$ cat src/rtl/sr_pulse_scheduler.sv
// sr_pulse_scheduler: round-robin S/R pulse sequencer for a bank of SR latches.
// Each set/reset request becomes one S or R pulse of PULSE_CYCLES cycles,
// followed by one settle cycle and a one-cycle ack.
// Optional readback check: define SR_SCHED_VERIFY_EN to add the CHECK state,
// the err output and comparison of the latch Q feedback.
module sr_pulse_scheduler #(
  parameter int N_FLAGS      = 4,
  parameter int PULSE_CYCLES = 2
) (
  input  logic               clk,
  input  logic               reset,
  input  logic [N_FLAGS-1:0] set_req,
  input  logic [N_FLAGS-1:0] rst_req,
  input  logic [N_FLAGS-1:0] q,
  output logic [N_FLAGS-1:0] S,
  output logic [N_FLAGS-1:0] R,
  output logic [N_FLAGS-1:0] set_ack,
  output logic [N_FLAGS-1:0] rst_ack,
`ifdef SR_SCHED_VERIFY_EN
  output logic               err,
`endif
  output logic               busy
);

  // Candidate 2i is "set flag i", candidate 2i+1 is "reset flag i".
  localparam int NC = 2 * N_FLAGS;
  localparam int PW = (NC > 1) ? $clog2(NC) : 1;
  localparam logic [PW:0]   NC_W       = (PW+1)'(NC);
  localparam logic [PW-1:0] LAST_IDX   = PW'(NC - 1);
  localparam logic [3:0]    PULSE_LOAD = 4'(PULSE_CYCLES);

`ifdef SR_SCHED_VERIFY_EN
  typedef enum logic [1:0] {IDLE, PULSE, SETTLE, CHECK} state_t;
`else
  typedef enum logic [1:0] {IDLE, PULSE, SETTLE} state_t;
`endif

  state_t             state_q;
  logic [PW-1:0]      ptr_q;
  logic [3:0]         cnt_q;
  logic [N_FLAGS-1:0] s_q, r_q, set_ack_q, rst_ack_q;
  logic [N_FLAGS-1:0] op_flag_q;
  logic               op_set_q;

  logic [NC-1:0]      cand;
  logic [NC-1:0]      win;
  logic               found;
  logic [PW-1:0]      off;
  logic [PW:0]        sum;
  logic [PW-1:0]      grant_idx;
  logic [PW-1:0]      next_ptr;
  logic [N_FLAGS-1:0] grant_flag;
  logic               grant_set;

  // Interleave the level requests into the candidate vector.
  generate
    for (genvar gi = 0; gi < N_FLAGS; gi++) begin : g_cand
      assign cand[2*gi]   = set_req[gi];
      assign cand[2*gi+1] = rst_req[gi];
      assign grant_flag[gi] = (grant_idx == PW'(2*gi)) || (grant_idx == PW'(2*gi+1));
    end
  endgenerate

  // Rotate candidates so the pointer position lands at bit 0.
  assign win = NC'({cand, cand} >> ptr_q);

  // Find the first active candidate at or after the pointer.
  always_comb begin
    found = 1'b0;
    off   = '0;
    for (int k = NC - 1; k >= 0; k--) begin
      if (win[k]) begin
        found = 1'b1;
        off   = PW'(k);
      end
    end
  end

  assign sum       = {1'b0, ptr_q} + {1'b0, off};
  assign grant_idx = (sum >= NC_W) ? PW'(sum - NC_W) : sum[PW-1:0];
  assign next_ptr  = (grant_idx == LAST_IDX) ? '0 : grant_idx + PW'(1);
  assign grant_set = ~grant_idx[0];

`ifdef SR_SCHED_VERIFY_EN
  logic err_q;
`else
  // Q feedback only matters when readback checking is built in.
  logic unused_q;
  assign unused_q = ^q;
`endif

  // Scheduler FSM: arbitration, pulse timing, ack generation and readback.
  always_ff @(posedge clk) begin
    if (reset) begin
      state_q   <= IDLE;
      ptr_q     <= '0;
      cnt_q     <= '0;
      s_q       <= '0;
      r_q       <= '0;
      set_ack_q <= '0;
      rst_ack_q <= '0;
      op_flag_q <= '0;
      op_set_q  <= 1'b0;
`ifdef SR_SCHED_VERIFY_EN
      err_q     <= 1'b0;
`endif
    end else begin
      set_ack_q <= '0;
      rst_ack_q <= '0;
`ifdef SR_SCHED_VERIFY_EN
      err_q     <= 1'b0;
`endif
      case (state_q)
        IDLE: begin
          if (found) begin
            state_q   <= PULSE;
            ptr_q     <= next_ptr;
            cnt_q     <= PULSE_LOAD;
            op_flag_q <= grant_flag;
            op_set_q  <= grant_set;
            s_q       <= grant_set ? grant_flag : '0;
            r_q       <= grant_set ? '0 : grant_flag;
          end
        end
        PULSE: begin
          if (cnt_q <= 4'd1) begin
            state_q <= SETTLE;
            cnt_q   <= '0;
            s_q     <= '0;
            r_q     <= '0;
`ifndef SR_SCHED_VERIFY_EN
            set_ack_q <= op_set_q ? op_flag_q : '0;
            rst_ack_q <= op_set_q ? '0 : op_flag_q;
`endif
          end else begin
            cnt_q <= cnt_q - 4'd1;
          end
        end
`ifdef SR_SCHED_VERIFY_EN
        SETTLE: begin
          // Q is sampled at the end of the settle cycle; result shows in CHECK.
          state_q   <= CHECK;
          set_ack_q <= op_set_q ? op_flag_q : '0;
          rst_ack_q <= op_set_q ? '0 : op_flag_q;
          err_q     <= ((|(q & op_flag_q)) != op_set_q);
        end
        CHECK: begin
          state_q <= IDLE;
        end
`else
        SETTLE: begin
          state_q <= IDLE;
        end
`endif
        default: begin
          state_q <= IDLE;
        end
      endcase
    end
  end

  assign S       = s_q;
  assign R       = r_q;
  assign set_ack = set_ack_q;
  assign rst_ack = rst_ack_q;
  assign busy    = (state_q != IDLE);
`ifdef SR_SCHED_VERIFY_EN
  assign err     = err_q;
`endif

endmodule
$ cat config.mk
export PLATFORM = sky130hd
export DESIGN_NAME = sr_pulse_scheduler
export DESIGN_NICKNAME = d
export VERILOG_FILES = /design/src/rtl/sr_pulse_scheduler.sv
export SDC_FILE = /design/constraint.sdc
export NUM_CORES = 1
export LEC_CHECK = 0
export ABC_AREA = 1
export CAP_MARGIN = 20
export CORE_ASPECT_RATIO = 0.9
export CORE_MARGIN = 3
export CORE_UTILIZATION = 55
export DETAILED_ROUTE_END_ITERATION = 6
export DONT_BUFFER_PORTS = 1
export PLACE_DENSITY = 0.73
export SLEW_MARGIN = 5
export SYNTH_ARGS = -nofsm -noshare
export SYNTH_HDL_FRONTEND = slang
export SYNTH_SLANG_ARGS = --single-unit
$ cat constraint.sdc
create_clock -name clk -period 2.87 [get_ports clk]
set_input_delay 0.574 -clock clk [delete_from_list [all_inputs] [get_ports clk]]
set_output_delay 0.574 -clock clk [all_outputs]
set_load 0.01 [all_outputs]
==> flow_summary.toml, run 1 <==
[critical_path]
worst_r2r_path_depth = 17
worst_reg2reg_endpoint = "op_flag_q[1]"
setup_crit_end = "op_flag_q[1]"
crit_path_start = "ptr_q[0]"
cp.required_ps = 3100
setup.worst_path.class = "flip-flop to flip-flop"
worst-endpoint-arrival_ps = 3020
kind_of_start_point_of_the_critical_path = "flip-flop"
regToRegStartpoint = "ptr_q[0]"
critPathCaptureType = "flip-flop"
rrSetupSlack_ps = 80
worst-path-max-fanout = 5

[clock_network]
max_h_tree_level = 2
maximum_number_of_buffers_from_clock_root_to_sink = 2
clk_latency_ps = 330
cts_hold_buffers = 0
worst_setup_hold_path_clk_slew_ps = 90
clock-sinks = 30
tritoncts.num_buffers = 5
clock_tree_from_tritoncts = "done"
clockRootBuffer = "sky130_fd_sc_hd__clkbuf_4"

[global_routing]
globalRoute.totalOverflow = 0
largest_net_degree_at_the_start_of_global_routing = 25
grt_first_pass_wirelength_um = 6390
vias_in_the_first_global_route = 1458
number_of_antenna_violations_at_the_first_check_in_global_routing = 0
gr-usage-all-layers = 0.218

[pwr]
ir_worst_vdd_uv = 838
finalPower_mw = 2.90
p_leak_nw = 0.949
powerDensity_nw_per_um2 = 1340

[final_layout]
antenna-diode-count = 0
final_cells = 304
finalNetCount = 286
layout_common_cells = "sky130_fd_sc_hd__nand2_1 (37), sky130_fd_sc_hd__dfxtp_1 (28), sky130_fd_sc_hd__nand3_1 (26)"
drive_gt1_frac = 0.390
area_growth_synth_to_finish_pct = 27.9
multiInputGateArea_um2 = 1140
regArea_um2 = 606
fill_cells = 225
mostFrequentLayoutCell = "sky130_fd_sc_hd__nand2_1"

[synth]
synth.net_count = 264
synth.top_cells.by_area = "sky130_fd_sc_hd__dfxtp_1 (35%), sky130_fd_sc_hd__nand3_1 (13%), sky130_fd_sc_hd__nand2_1 (11%)"
synth_top_area_cell = "sky130_fd_sc_hd__dfxtp_1"
synth.top_cell.area_share = 0.354
gate_count_post_synth = 241
synth_area_per_cell_um2 = 7.03
ys_seq_elements = 30
synth_cell_types = 27
synth_area_um2 = 1700
ys.warnings.count = 0
yosysSeqAreaShare = 0.354

[placement]
dp_hpwl_um = 2720
placed_cells_incl_taps = 288
io_buffer_count = 0
finalWeightedCongestion = 0.866

[sta]
timing_worst_slew_pin_value_ps = 295
tns_setup_ps = 0
tightest_slew_margin_relative_to_the_limit = 0.802
finalCritPeriodShare = 0.973
achievable-frequency_mhz = 358
fin_worst_skew_ps = 12.8
grt_setup_unrepaired = "yes"
slew_violations = 0
final_period_minus_worst_setup_slack_ps = 2790
final-hold-violation-count = 0
setup-violations-final = 0

[floorplanning]
rows = 18
fp.dieW_um = 64.5
placeableCoreArea_um2 = 2840
initial_utilization = 0.597
die-height_um = 58.7
dieArea_um2 = 3790
boundaryPins = 31

[routing]
detail_route.wirelength_um = 4060
route.vias.total = 1622
drc = 0
drt-initial-drc-count = 102
post_drt_wl_per_cell_um = 13.4
first_pass_iters = 4
routed_antenna_nets = 0
via_density = 5.34

[status]
outcome = "finished clean"

[hold_path]
timing.hold.worst.class = "primary input to flip-flop"

[job]
max-cap-violations = 0
==> metal layers <==
layer	vias up	global-route usage	routed length, um
li1	826	-	-
met1	749	0.299	1900
met2	40	0.325	1880
met3	7	0.0763	228
met4	0	0.0633	55
met5	-	0	0
==> metrics by stage <==
stage | area (um2) | hold slack [ps] | util | setup WS (ps)
floorplan | 1700 | 428 | - | 7.98
global placement | 1820 | 452 | 0.642 | -277
detailed placement | 1820 | 449 | 0.642 | -308
CTS | 1970 | 277 | 0.695 | 2.83
global route | 2170 | 266 | 0.764 | -84.3
finish | 2170 | 284 | 0.764 | 77.6
==> kinds of logic (layout without fill, tap and decap cells) <==
group                    count (synthesis)  count (layout)  synth area share
XOR/XNOR                                 3               3            0.0155
AND/OR/NAND/NOR                        135             135             0.372
AO/OA/AOI/OAI                           30              30            0.0915
flip-flops                              30              30             0.354
adder cells (fa/ha/maj)                  9               9            0.0709
buffers and inverters                   34              57            0.0959
==> power by group <==
part	switching (mW)	internal [mW]	total, mW
Sequential	0.105	0.537	0.642
Clock	0.141	0.118	0.259
Combinational	1.16	0.842	2.00
Total	1.40	1.50	2.90
==> synthesized netlist by cell type (all sizes together) <==
master / number
nand3: 44
a21oi: 20
a211oi: 1
xor2: 3
fa: 1
nor3: 1
nor2: 24
or2: 2
clkinv: 1
nand2: 62
dfxtp: 30
nand4: 2
buf: 6
ha: 8
a21boi: 1
clkbuf: 2
o21ai: 8
inv: 25
==> how the worst min path moves through the flow <==
stage / from / to / slack [ps] / cells past startpoint
6_report: reset / ptr_q[0] / 280 / 1
5_1_grt: reset / ptr_q[0] / 270 / 1
4_1_cts: reset / ptr_q[0] / 280 / 1
3_5_place_dp: op_flag_q[0] / rst_ack[0] / 450 / 2
3_3_place_gp: op_flag_q[0] / rst_ack[0] / 450 / 2
2_1_floorplan: op_flag_q[2] / rst_ack[2] / 430 / 2
==> final cells by class <==
type                            instances  share of cell area
Clock buffer                            7              0.0254
Timing Repair Buffer                   23              0.0946
Sequential cell                        30               0.279
Inverter                               26              0.0485
Clock inverter                          1             0.00231
Tap cell                               40              0.0231
Multi-Input combinational cell        177               0.527
==> worst max-delay path, stage by stage (launching register included) <==
cell,delay (ps)
sky130_fd_sc_hd__dfxtp_4,420
sky130_fd_sc_hd__buf_6,150
sky130_fd_sc_hd__nand2_2,70
sky130_fd_sc_hd__nand3_2,90
sky130_fd_sc_hd__nand3_2,80
sky130_fd_sc_hd__buf_4,140
sky130_fd_sc_hd__buf_4,120
sky130_fd_sc_hd__buf_4,120
sky130_fd_sc_hd__nand4_1,100
sky130_fd_sc_hd__a21oi_2,70
sky130_fd_sc_hd__nor2_2,130
sky130_fd_sc_hd__fa_2,510
sky130_fd_sc_hd__ha_2,220
sky130_fd_sc_hd__buf_4,130
sky130_fd_sc_hd__nand3_1,110
sky130_fd_sc_hd__nand2_4,80
sky130_fd_sc_hd__o21ai_1,110
sky130_fd_sc_hd__inv_1,40
==> registers in the layout (all words and copies together) (netlist names) <==
name / count
state_q: 2
S: 4
op_set_q: 1
cnt_q: 4
rst_ack: 4
ptr_q: 3
set_ack: 4
R: 4
op_flag_q: 4
==> what timing repair did <==
action / 4_1_cts / 5_1_grt
endpoints found under the setup margin: 15 / 14
endpoints found under the hold margin: 0 / 0
gates resized for setup: 19 / 46
setup buffers: 5 / 3
cloned: 0 / 0
pin swaps: 5 / 11
(Power assumes the default switching activity.)
==> run 2, diff against run 1 <==
--- a/config.mk
+++ b/config.mk
@@ -6,7 +6,6 @@
 export NUM_CORES = 1
 export LEC_CHECK = 0
 export ABC_AREA = 1
-export CAP_MARGIN = 20
 export CORE_ASPECT_RATIO = 0.9
 export CORE_MARGIN = 3
 export CORE_UTILIZATION = 55
==> results of run 2 <==
The final DEF is identical to that of run 1; final timing and power are the same.
